## src/rtl/fetch_unit.sv

```systemverilog
// fetch_unit: holds the PC, issues credit-limited word fetches, buffers responses and feeds decode
// Ports: clk, rst (sync, active-low); imem_req_* fetch request channel; imem_rsp_* in-order
//        response channel; redirect_valid/redirect_pc control-flow change; stall decode backpressure;
//        inst_valid/instruction/inst_pc decode-facing output; misaligned_fault sticky bad-target flag.
module fetch_unit #(
    parameter logic [31:0] RESET_PC   = 32'h0000_0000,
    parameter int          FIFO_DEPTH = 2
) (
    input  logic        clk,
    input  logic        rst,
    output logic        imem_req_valid,
    input  logic        imem_req_ready,
    output logic [31:0] imem_req_addr,
    input  logic        imem_rsp_valid,
    input  logic [31:0] imem_rsp_data,
    input  logic        redirect_valid,
    input  logic [31:0] redirect_pc,
    input  logic        stall,
    output logic        inst_valid,
    output logic [31:0] instruction,
    output logic [31:0] inst_pc,
    output logic        misaligned_fault
);
    localparam int          AW  = $clog2(FIFO_DEPTH);
    localparam int          CW  = AW + 1;
    localparam logic [CW:0] LIM = (CW+1)'(FIFO_DEPTH);

    typedef enum logic {RUN, HALT} state_t;

    state_t        r_state;
    logic [31:0]   r_pc;
    logic [31:0]   r_rpc;
    logic [31:0]   r_data [FIFO_DEPTH];
    logic [31:0]   r_ipc  [FIFO_DEPTH];
    logic [AW-1:0] r_wp;
    logic [AW-1:0] r_rp;
    logic [CW-1:0] r_cnt;
    logic [CW-1:0] r_out;
    logic [CW-1:0] r_drop;
    logic          r_fault;

    logic          w_run;
    logic          w_acc;
    logic          w_rsp;
    logic          w_redir;
    logic          w_push;
    logic          w_pop;
    logic [CW-1:0] w_out_nxt;

    // Credit covers both buffered and in-flight words, so a response always finds a free slot.
    assign w_run            = r_state == RUN;
    assign imem_req_valid   = rst && w_run && (({1'b0, r_out} + {1'b0, r_cnt}) < LIM);
    assign imem_req_addr    = r_pc;
    assign w_acc            = imem_req_valid && imem_req_ready;
    assign w_rsp            = imem_rsp_valid && (r_out != '0);
    assign w_redir          = w_run && redirect_valid;
    assign w_push           = w_rsp && (r_drop == '0) && w_run && !redirect_valid;
    assign w_pop            = inst_valid && !stall && !redirect_valid;
    assign w_out_nxt        = r_out + CW'(w_acc) - CW'(w_rsp);
    assign inst_valid       = r_cnt != '0;
    assign instruction      = inst_valid ? r_data[r_rp] : '0;
    assign inst_pc          = inst_valid ? r_ipc[r_rp] : '0;
    assign misaligned_fault = r_fault;

    always_ff @(posedge clk) begin
        if (!rst) begin
            r_state <= RUN;
            r_pc    <= RESET_PC;
            r_rpc   <= RESET_PC;
            r_wp    <= '0;
            r_rp    <= '0;
            r_cnt   <= '0;
            r_out   <= '0;
            r_drop  <= '0;
            r_fault <= 1'b0;
        end else begin
            r_out <= w_out_nxt;
            r_cnt <= r_cnt + CW'(w_push) - CW'(w_pop);
            if (w_acc)
                r_pc <= r_pc + 32'd4;
            if (w_rsp && r_drop != '0)
                r_drop <= r_drop - 1'b1;
            if (w_push) begin
                r_data[r_wp] <= imem_rsp_data;
                r_ipc[r_wp]  <= r_rpc;
                r_wp         <= r_wp + 1'b1;
                r_rpc        <= r_rpc + 32'd4;
            end
            if (w_pop)
                r_rp <= r_rp + 1'b1;
            // Every word still owed by memory belongs to the old stream and must be dropped.
            if (w_redir) begin
                r_pc   <= redirect_pc;
                r_rpc  <= redirect_pc;
                r_drop <= w_out_nxt;
                r_cnt  <= '0;
                r_wp   <= '0;
                r_rp   <= '0;
                if (redirect_pc[1:0] != 2'b00) begin
                    r_fault <= 1'b1;
                    r_state <= HALT;
                end
            end
        end
    end
endmodule

```

## config.mk

```make
export PLATFORM = sky130hd
export DESIGN_NAME = fetch_unit
export DESIGN_NICKNAME = d
export VERILOG_FILES = /design/src/rtl/fetch_unit.sv
export SDC_FILE = /design/constraint.sdc
export NUM_CORES = 1
export LEC_CHECK = 0
export BUFFER_PORTS_ARGS = -buffer_cell sky130_fd_sc_hd__buf_2
export CAP_MARGIN = 20
export CORE_MARGIN = 4
export CORE_UTILIZATION = 45
export DETAILED_ROUTE_END_ITERATION = 8
export PLACE_DENSITY = 0.74
export SKIP_LAST_GASP = 1
export SLEW_MARGIN = 20
export SYNTH_ARGS = -nofsm -noshare
export SYNTH_HDL_FRONTEND = slang
export SYNTH_SLANG_ARGS = --single-unit
```

## constraint.sdc

```tcl
create_clock -name clk -period 6.7 [get_ports clk]
set_clock_uncertainty 0.1 [all_clocks]
set_input_delay 0 -clock clk [delete_from_list [all_inputs] [get_ports clk]]
set_output_delay 0 -clock clk [all_outputs]
set_load 0.01 [all_outputs]
```

==> results.toml, run 1 <==
[cts]
clockBufferDepth = 2
cts_tree = "built"
clkTransAtPathRegs_ns = 0.08
cts-buffers-inserted = 17
cts_sinks = 200
htreeDepth = 4
clock_latency_ns = 0.43
root_buffer = "clkbuf_16"

[final_layout]
fin_cells = 1243
final_common_cell = "buf_2"
drive_above_1_share_pct = 22.8
final_area_sq_um = 11100
nets = 1048
n_antenna_cell = 0
syn_to_final_growth_pct = 26.9
utilization_pct = 58.5
mostFrequentLayoutCells = "buf_2, edfxtp_1, nor2_1"

[floorplan]
dieWidth_um = 147
die-area_sq_um = 21600
dieHeight_um = 147
start_util_pct = 46.1
rows = 50
design.core.area_sq_um = 18900
ios = 169

[hold_path]
hold_end = "r_out[1]"
min_path_type = "input pin to flip-flop"
min_from = "imem_rsp_valid"
hold_depth = 5

[synth]
yosys.area_share.xor_xnor_pct = 4.73
synthMuxAreaShare_pct = 7.95
synth_top_cell_by_area = "edfxtp_1"
yosys.area_share.simple_pct = 15.2
netlist.area_leader.share_pct = 44.1
synth_fa_ha_area_share_pct = 1.24
yosysWarnings = 0
syn_area_per_cell_sq_um = 11.6
synth_area_leaders = "edfxtp_1, dfxtp_1, mux2i_1, nor2_1, a21oi_1"
synth_top_flop_cell = "edfxtp_1"
synth_edf_count = 128
synthCells = 748
async_flop_share_pct = 0
synth_top_family_by_area = "simple AND/OR/NAND/NOR gates"
ys_ff_latch = 200
syn_nets = 826
synth_area_sq_um = 8710
synth_compound_area_share_pct = 7.93
synthDistinctLibCells = 59
ys_seq_area_share_pct = 60.7

[timing]
slew_violations = 0
slew_headroom_pct = 40.4
setup_violations = 0
timing_hold_violations_final = 0
worst_pin_slew_ns = 0.892
fmaxAchievable_mhz = 330
tns_ns = 0
rsz0062_at_grt = "no"
finalCriticalPeriod_ns = 3.03
finalCritPeriodShare_pct = 45.2

[routing]
route.detailed.drc = 0
num_vias = 6783
first_pass_iters = 5
final_antenna_net_count = 0
drt_iter0_drc = 526
viasPerCell = 5.46
avgRoutedWirePerCell_um = 18.1
routed_wl_um = 22500

[power_and_ir_drop]
power.density_nw_per_um2 = 251
p_sw_uw = 729
p_clk_share_pct = 36.6
combPwrFrac_pct = 11.4
p_int_mw = 2.04
p_leak_nw = 4.10
ir_drop_mv = 0.182
seq_power_share_pct = 51.9
swShare_pct = 26.3
p_total_mw = 2.77

[global_routing]
grt_overflow = 0
grt_pass1_vias = 6713
track_usage_pct = 20.7
grt_start_max_net_pins = 85
antenna_found_initial = 0
grt_pass1_wl_um = 35900

[worst_setup_path]
crit_required_ns = 6.88
r2r-end = "r_drop[1]"
r2r.worst_path.cells = 12
critPathKind = "flip-flop to flip-flop"
critPathCaptureType = "flip-flop"
worst-r2r-setup-slack_ns = 3.67
critPathLaunchType = "flip-flop"
worstReg2RegStart = "r_cnt[0]"
worstPathMaxFanout = 7
crit_arrival_ns = 3.21

[place]
io_buffers = 168
post_dp_cell_area_sq_um = 9780
dp_cells = 1144
gp_congestion = 0.934
dp_hpwl_um = 14600

[run_status]
status = "finished, final reports clean"

[job]
drv_cap = 0
-- cell type report --
class                      count  area [sq um]
timing repair buffer         241          1570
clock inverter                15           160
sequential                   200          5290
fill                        1570          7840
inverter                      10          37.5
multi-input combinational    500          3240
clock buffer                  17           425
tap                          260           325
-- registers in the layout (all words and copies together) (netlist names), named ones only --
name,flops
r_drop,2
r_wp,1
r_out,2
r_rpc,31
misaligned_fault,1
r_data,64
r_ipc,64
r_cnt,2
r_rp,1
imem_req_addr,31
-- worst max-delay path by stage --
| stage | to | cells past startpoint | from | slack (ns) |
|---|---|---|---|---|
| after floorplan | r_data[0][0] | 6 | r_drop[0] | 0.75 |
| after global placement | r_drop[1] | 12 | r_cnt[0] | 3.81 |
| after detailed placement | r_drop[1] | 12 | r_cnt[0] | 3.72 |
| after CTS | r_drop[1] | 12 | r_cnt[0] | 3.68 |
| after global routing | r_drop[1] | 12 | r_cnt[0] | 3.48 |
| final | r_drop[1] | 12 | r_cnt[0] | 3.67 |
-- cells by family (layout without fill, tap and decap cells) --
| logic type | count (synthesis) | after routing |
|---|---|---|
| AOI/OAI and AO/OA | 118 | 118 |
| xor gates and xnor gates | 47 | 47 |
| adders and majority gates | 8 | 8 |
| buffers and inverters | 48 | 283 |
| DFF | 200 | 200 |
| muxes | 69 | 69 |
| and+or+nand+nor | 258 | 258 |
-- power by group through the flow --
stage	sequential, mW	clock [mW]	combinational [mW]
CTS	1.44	1.03	0.313
detailed placement	1.47	0	0.281
floorplan	1.45	0	0.174
finish	1.44	1.01	0.317
global route	1.45	1.08	0.351
global placement	1.46	0	0.275
-- per-layer routing --
layer | share of wire, % | up-vias | global-route usage [%]
met5 | 0 | - | 0
met4 | 2.0 | 0 | 6.90
met3 | 8.9 | 33 | 5.37
met2 | 45 | 363 | 32.1
met1 | 44 | 3171 | 28.6
li1 | - | 3216 | -
-- cells in the mapped netlist (all sizes together), types with 2 or more instances --
library cell	number
a211oi	3
a21o	4
a21oi	49
a22oi	7
a31oi	5
and2	5
and3	19
and4	5
buf	17
clkbuf	21
dfxtp	72
edfxtp	128
ha	7
inv	10
mux2i	68
nand2	36
nand3	27
nand4	36
nor2	91
nor2b	2
nor3	12
nor4	14
o21a	3
o21ai	33
o221ai	2
o22ai	2
or3	5
xnor2	20
xor2	27
-- through the flow --
step	hold slack, ns	setup WS [ns]
final	0.0573	3.67
after global placement	0.0877	3.81
after floorplan	-0.00113	0.752
after CTS	0.0541	3.68
after global routing	0.0790	3.48
after detailed placement	0.0921	3.72
-- worst max-delay path, cell delays in order (launching register included) --
cell and delay (ns):
dfxtp_1 0.40, and2_1 0.16, fa_1 0.44, and4bb_1 0.31, and2_1 0.27, inv_1 0.17
ha_1 0.31, inv_1 0.04, ha_1 0.17, xor2_1 0.15, xnor2_1 0.17, nand2b_1 0.12
a21oi_1 0.06
-- timing repair --
action                                  4_1_cts  5_1_grt
setup buffers                                 0        0
resized for setup                             0        0
endpoints found under the setup margin        0        0
hold buffers                                 66        0
hold endpoints to repair                    127        0
No activity file was read; power rests on OpenSTA's default activity.
==> run 2, diff against run 1 <==
- clock period: 6.7 -> 2.9 ns (I/O delays scaled with it)
==> results.toml, run 2 (synthesized netlist as in run 1, its figures left out) <==
[cts]
root_buffer = "clkbuf_16"
clkTransAtPathRegs_ns = 0.08
clockBufferDepth = 2
cts_hold_buffers = 70
htreeDepth = 4
clock_latency_ns = 0.43
cts-buffers-inserted = 17
cts_tree = "built"
cts_sinks = 200
post-cts-setup-buffers = 0
post_cts_resized = 0

[power_and_ir_drop]
power.density_nw_per_um2 = 572
ir_drop_mv = 0.432
p_leak_nw = 4.19

[floorplan]
ios = 169
start_util_pct = 46.1
dieWidth_um = 147
die-area_sq_um = 21600
design.core.area_sq_um = 18900
dieHeight_um = 147
rows = 50

[global_routing]
grt_start_max_net_pins = 66
grt_pass1_vias = 6698
grt_pass1_wl_um = 35200
track_usage_pct = 20.4
globalRouteMet1Util_pct = 27.4
antenna_found_initial = 0
grt_overflow = 0
met2_usage_pct = 32.7
globalRouteMet3Util_pct = 5.24
top_usage_layer = "met2"

[timing]
slew_violations = 0
slew_headroom_pct = 43.6
setup_violations = 0
fmaxAchievable_mhz = 366
tns_ns = 0
timing_hold_violations_final = 0
finalCriticalPeriod_ns = 2.74
finalCritPeriodShare_pct = 94.3
worst_pin_slew_ns = 0.845
rsz0062_at_grt = "no"
finalWorstSetupSlack_ns = 0.164

[routing]
avgRoutedWirePerCell_um = 17.7
final_antenna_net_count = 0
drt_iter0_drc = 438
num_vias = 6893
route.detailed.drc = 0
viasPerCell = 5.49
routed_wl_um = 22200
first_pass_iters = 5

[worst_setup_path]
crit_arrival_ns = 2.93
crit_chain = "and2_1 > fa_1 > and4bb_1 > and2_1 > inv_1 > ha_1 > inv_1 > ha_1 > xor2_1 > xnor2_1 > nand2b_1 > a21oi_1"
critPathSlowestCell = "fa_1"
critPathLaunchType = "flip-flop"
worstPathMaxFanout = 3
worst-r2r-setup-slack_ns = 0.16
cpPeakStageDelay_ns = 0.43
cp_num_buf_inv = 2
r2r.worst_path.cells = 12
worstReg2RegStart = "r_cnt[0]"
critPathCaptureType = "flip-flop"
r2r-end = "r_drop[1]"
critPathKind = "flip-flop to flip-flop"
crit_required_ns = 3.10
path_delay_family = "adder cells"

[final_layout]
drive_above_1_share_pct = 23.9
n_antenna_cell = 0
top_regs = "r_data (64), r_ipc (64)"
final_common_cell = "buf_2"
nets = 1061
syn_to_final_growth_pct = 28.9
fillers = 1599
mostFrequentLayoutCells = "buf_2, edfxtp_1, nor2_1"

[hold_path]
min_path_type = "input pin to flip-flop"
hold_depth = 5
hold_end = "imem_req_addr[7]"
min_from = "imem_req_ready"

[place]
io_buffers = 168
gp_congestion = 0.903
dpl_worst_slack_ns = 0.183
dp_hpwl_um = 14700

[job]
drv_cap = 0

[run_status]
status = "finished, final reports clean"
[run 2: area by class of cell]
cell class                 count  area [sq um]  area share, %
clock buffer                  17           425           3.79
clock inverter                15           166           1.48
inverter                      10          42.5          0.379
multi-input combinational    500          3270           29.2
sequential                   200          5290           47.2
tap                          260           325           2.90
timing repair buffer         254          1700           15.1
[run 2: per-stage QoR]
step	total power, mW	util, %	area [sq um]	hold WS, ns	std cells
after detailed placement	4.07	52.5	9930	0.0936	1154
after floorplan	3.78	-	8750	-0.00113	748
final	6.42	59.4	11200	0.0694	1256
after global placement	4.05	52.5	9930	0.0885	1154
after global routing	6.66	59.4	11200	0.0778	1256
after CTS	6.45	59.4	11200	0.0516	1256
[run 2: metal layers]
layer	vias to the layer above	routed length, um	share of wire [%]
met2	318	10500	47
li1	3251	-	-
met1	3294	9670	43
met3	30	1770	7.9
met5	-	0	0
met4	0	310	1.4
[run 2: worst max path at each step]
stage | startpoint | endpoint | cells past startpoint
2_1_floorplan | r_drop[1] | r_data[0][0] | 6
4_1_cts | r_cnt[0] | r_drop[1] | 12
5_1_grt | r_cnt[0] | r_drop[1] | 12
3_5_place_dp | r_cnt[0] | r_drop[1] | 12
6_report | r_cnt[0] | r_drop[1] | 12
3_3_place_gp | r_cnt[0] | r_drop[1] | 12
[run 2: where the power goes]
part	switching (mW)	internal, mW	leakage [nW]
sequential	0.159	3.16	1.76
combinational	0.419	0.356	2.14
clock	1.16	1.17	0.291
[run 2: tightest hold or removal path, cell delays in order]
cell	delay, ns
buf_2	0.11
nand3_1	0.16
nor3_1	0.10
xnor2_1	0.13
a21oi_1	0.06
==> run 3, diff against run 2 <==
- CORE_UTILIZATION: 45 -> 55
- GPL_TIMING_DRIVEN: default -> 0
- PLACE_DENSITY: 0.74 -> 0.86
- SETUP_SLACK_MARGIN: default -> 0.5
==> results.toml, run 3 (synthesized netlist as in run 1, its figures left out) <==
[place]
io_buffers = 167
post_dp_cell_area_sq_um = 9950
dp_hpwl_um = 16300
gp_congestion = 0.978
dp_cells = 1130

[final_layout]
mostFrequentLayoutCells = "buf_2, edfxtp_1, nor2_1"
fin_cells = 1238
final_area_sq_um = 11400
seqCellArea_sq_um = 5290
drive_above_1_share_pct = 26.2
multi_input_area_sq_um = 3380
n_antenna_cell = 0
fillers = 984
syn_to_final_growth_pct = 31.1
final_common_cell = "buf_2"
top_regs = "r_data (64), r_ipc (64)"
nets = 1092

[worst_setup_path]
worstReg2RegStart = "r_out[0]"
worstPathMaxFanout = 3
crit_end = "r_drop[1]"
critPathCaptureType = "flip-flop"
crit_arrival_ns = 3.03
path_delay_family = "adder cells"
cpPeakStageDelay_ns = 0.47
cp_num_buf_inv = 3
r2r.worst_path.cells = 13
critPathLaunchType = "flip-flop"
crit_chain = "and2_4 > fa_1 > and4bb_1 > and2_4 > buf_6 > inv_8 > ha_4 > inv_2 > ha_4 > xor2_2 > xnor2_1 > nand2b_1 > a21oi_1"
critPathSlowestCell = "fa_1"
r2r-end = "r_drop[1]"
crit_required_ns = 3.09
cp_num_cells = 13
worst-r2r-setup-slack_ns = 0.06
critPathKind = "flip-flop to flip-flop"
crit_start = "r_out[0]"

[cts]
clkTransAtPathRegs_ns = 0.08
cts-buffers-inserted = 17
cts_tree = "built"
cts_sinks = 200
htreeDepth = 4
root_buffer = "clkbuf_16"
clockBufferDepth = 2
clock_latency_ns = 0.43

[routing]
route.detailed.drc = 0
viasPerCell = 5.89
final_antenna_net_count = 0
avgRoutedWirePerCell_um = 20.2
num_vias = 7292
drt_iter0_drc = 677
routed_wl_um = 25000
first_pass_iters = 5

[timing]
slew_violations = 0
rsz0062_at_grt = "yes"
fmaxAchievable_mhz = 352
finalCriticalPeriod_ns = 2.84
timing_hold_violations_final = 0
setup_violations = 0
slew_headroom_pct = 49.5
finalCritPeriodShare_pct = 98.0
worst_pin_slew_ns = 0.750

[run_status]
status = "finished, final reports clean"

[floorplan]
die-area_sq_um = 17900
design.core.area_sq_um = 15400
ios = 169
start_util_pct = 56.6
dieHeight_um = 134
dieWidth_um = 134
rows = 45

[global_routing]
grt_overflow = 0
track_usage_pct = 27.7
grt_pass1_wl_um = 38700
grt_pass1_vias = 7222
antenna_found_initial = 0
grt_start_max_net_pins = 33

[power_and_ir_drop]
power.density_nw_per_um2 = 580
ir_drop_mv = 0.455
p_leak_nw = 4.32

[job]
drv_cap = 0

[hold_path]
min_path_type = "input pin to flip-flop"
-- run 3: cell count changes in the layout (fill, tap and decap cells not counted), moves of 4 or more --
cell	change
buf_2	+8
buf_4	-6
buf_6	+4
clkbuf_1	+12
clkbuf_2	+10
-- run 3: worst min path at each step --
stage	endpoint	depth (start not counted)	startpoint	slack [ns]
2_1_floorplan	r_data[0][0]	0	imem_rsp_data[0]	-0.001
3_3_place_gp	r_data[1][11]	1	imem_rsp_data[11]	0.09
3_5_place_dp	r_data[0][16]	1	imem_rsp_data[16]	0.09
4_1_cts	imem_req_addr[7]	5	imem_req_ready	0.07
5_1_grt	imem_req_addr[7]	5	imem_req_ready	0.12
6_report	r_out[1]	5	imem_rsp_valid	0.08
-- run 3: worst register-to-register path, delay by kind of cell, from the launching register on --
kind	cells	cell delay [ns]
AO/OA/AOI/OAI	1	0.07
adder cells (fa/ha/maj)	3	0.87
buffers and inverters	3	0.18
XOR/XNOR	2	0.34
flip-flops	1	0.35
AND/OR/NAND/NOR	4	0.77
-- run 3: timing repair --
item                       4_1_cts  5_1_grt
resized for setup               12       26
setup endpoints to repair      146      107
pin swaps                        6        8
hold buffers                    69        0
buffers inserted                 5        1
cloned                           1        0
hold endpoints to repair       129        0
-- run 3: stage by stage --
stage	setup TNS [ns]	hold WS [ns]	utilization [%]	setup WS (ns)	power [mW]
6_report	0	0.0821	74.3	0.0577	6.62
5_1_grt	0	0.119	74.3	0.00516	6.82
4_1_cts	0	0.0692	73.6	0.111	6.56
3_5_place_dp	0	0.0916	64.7	0.0503	4.11
3_3_place_gp	-51.55	0.0872	64.4	-0.808	4.08
2_1_floorplan	-4.17	-0.00113	-	-0.0652	3.80
-- run 3: per-layer routing --
| layer | vias up | track usage (%) | routed length [um] |
|---|---|---|---|
| li1 | 3315 | - | - |
| met1 | 3430 | 34.9 | 9690 |
| met2 | 464 | 45.8 | 12000 |
| met3 | 83 | 6.19 | 2380 |
| met4 | 0 | 13.1 | 947 |
| met5 | - | 0 | 0 |
-- run 3: final cells by class --
cell class	instances	area share, %
Buffer	38	1.62
Multi-Input combinational cell	501	29.6
Timing Repair Buffer	246	14.3
Tap cell	211	2.31
Clock inverter	15	1.63
Inverter	10	0.438
Clock buffer	17	3.73
Sequential cell	200	46.4
-- run 3: power breakdown --
| group | switching, mW | total, mW | internal (mW) |
|---|---|---|---|
| registers | 0.164 | 3.33 | 3.17 |
| clock network | 1.16 | 2.41 | 1.25 |
| logic | 0.478 | 0.878 | 0.400 |
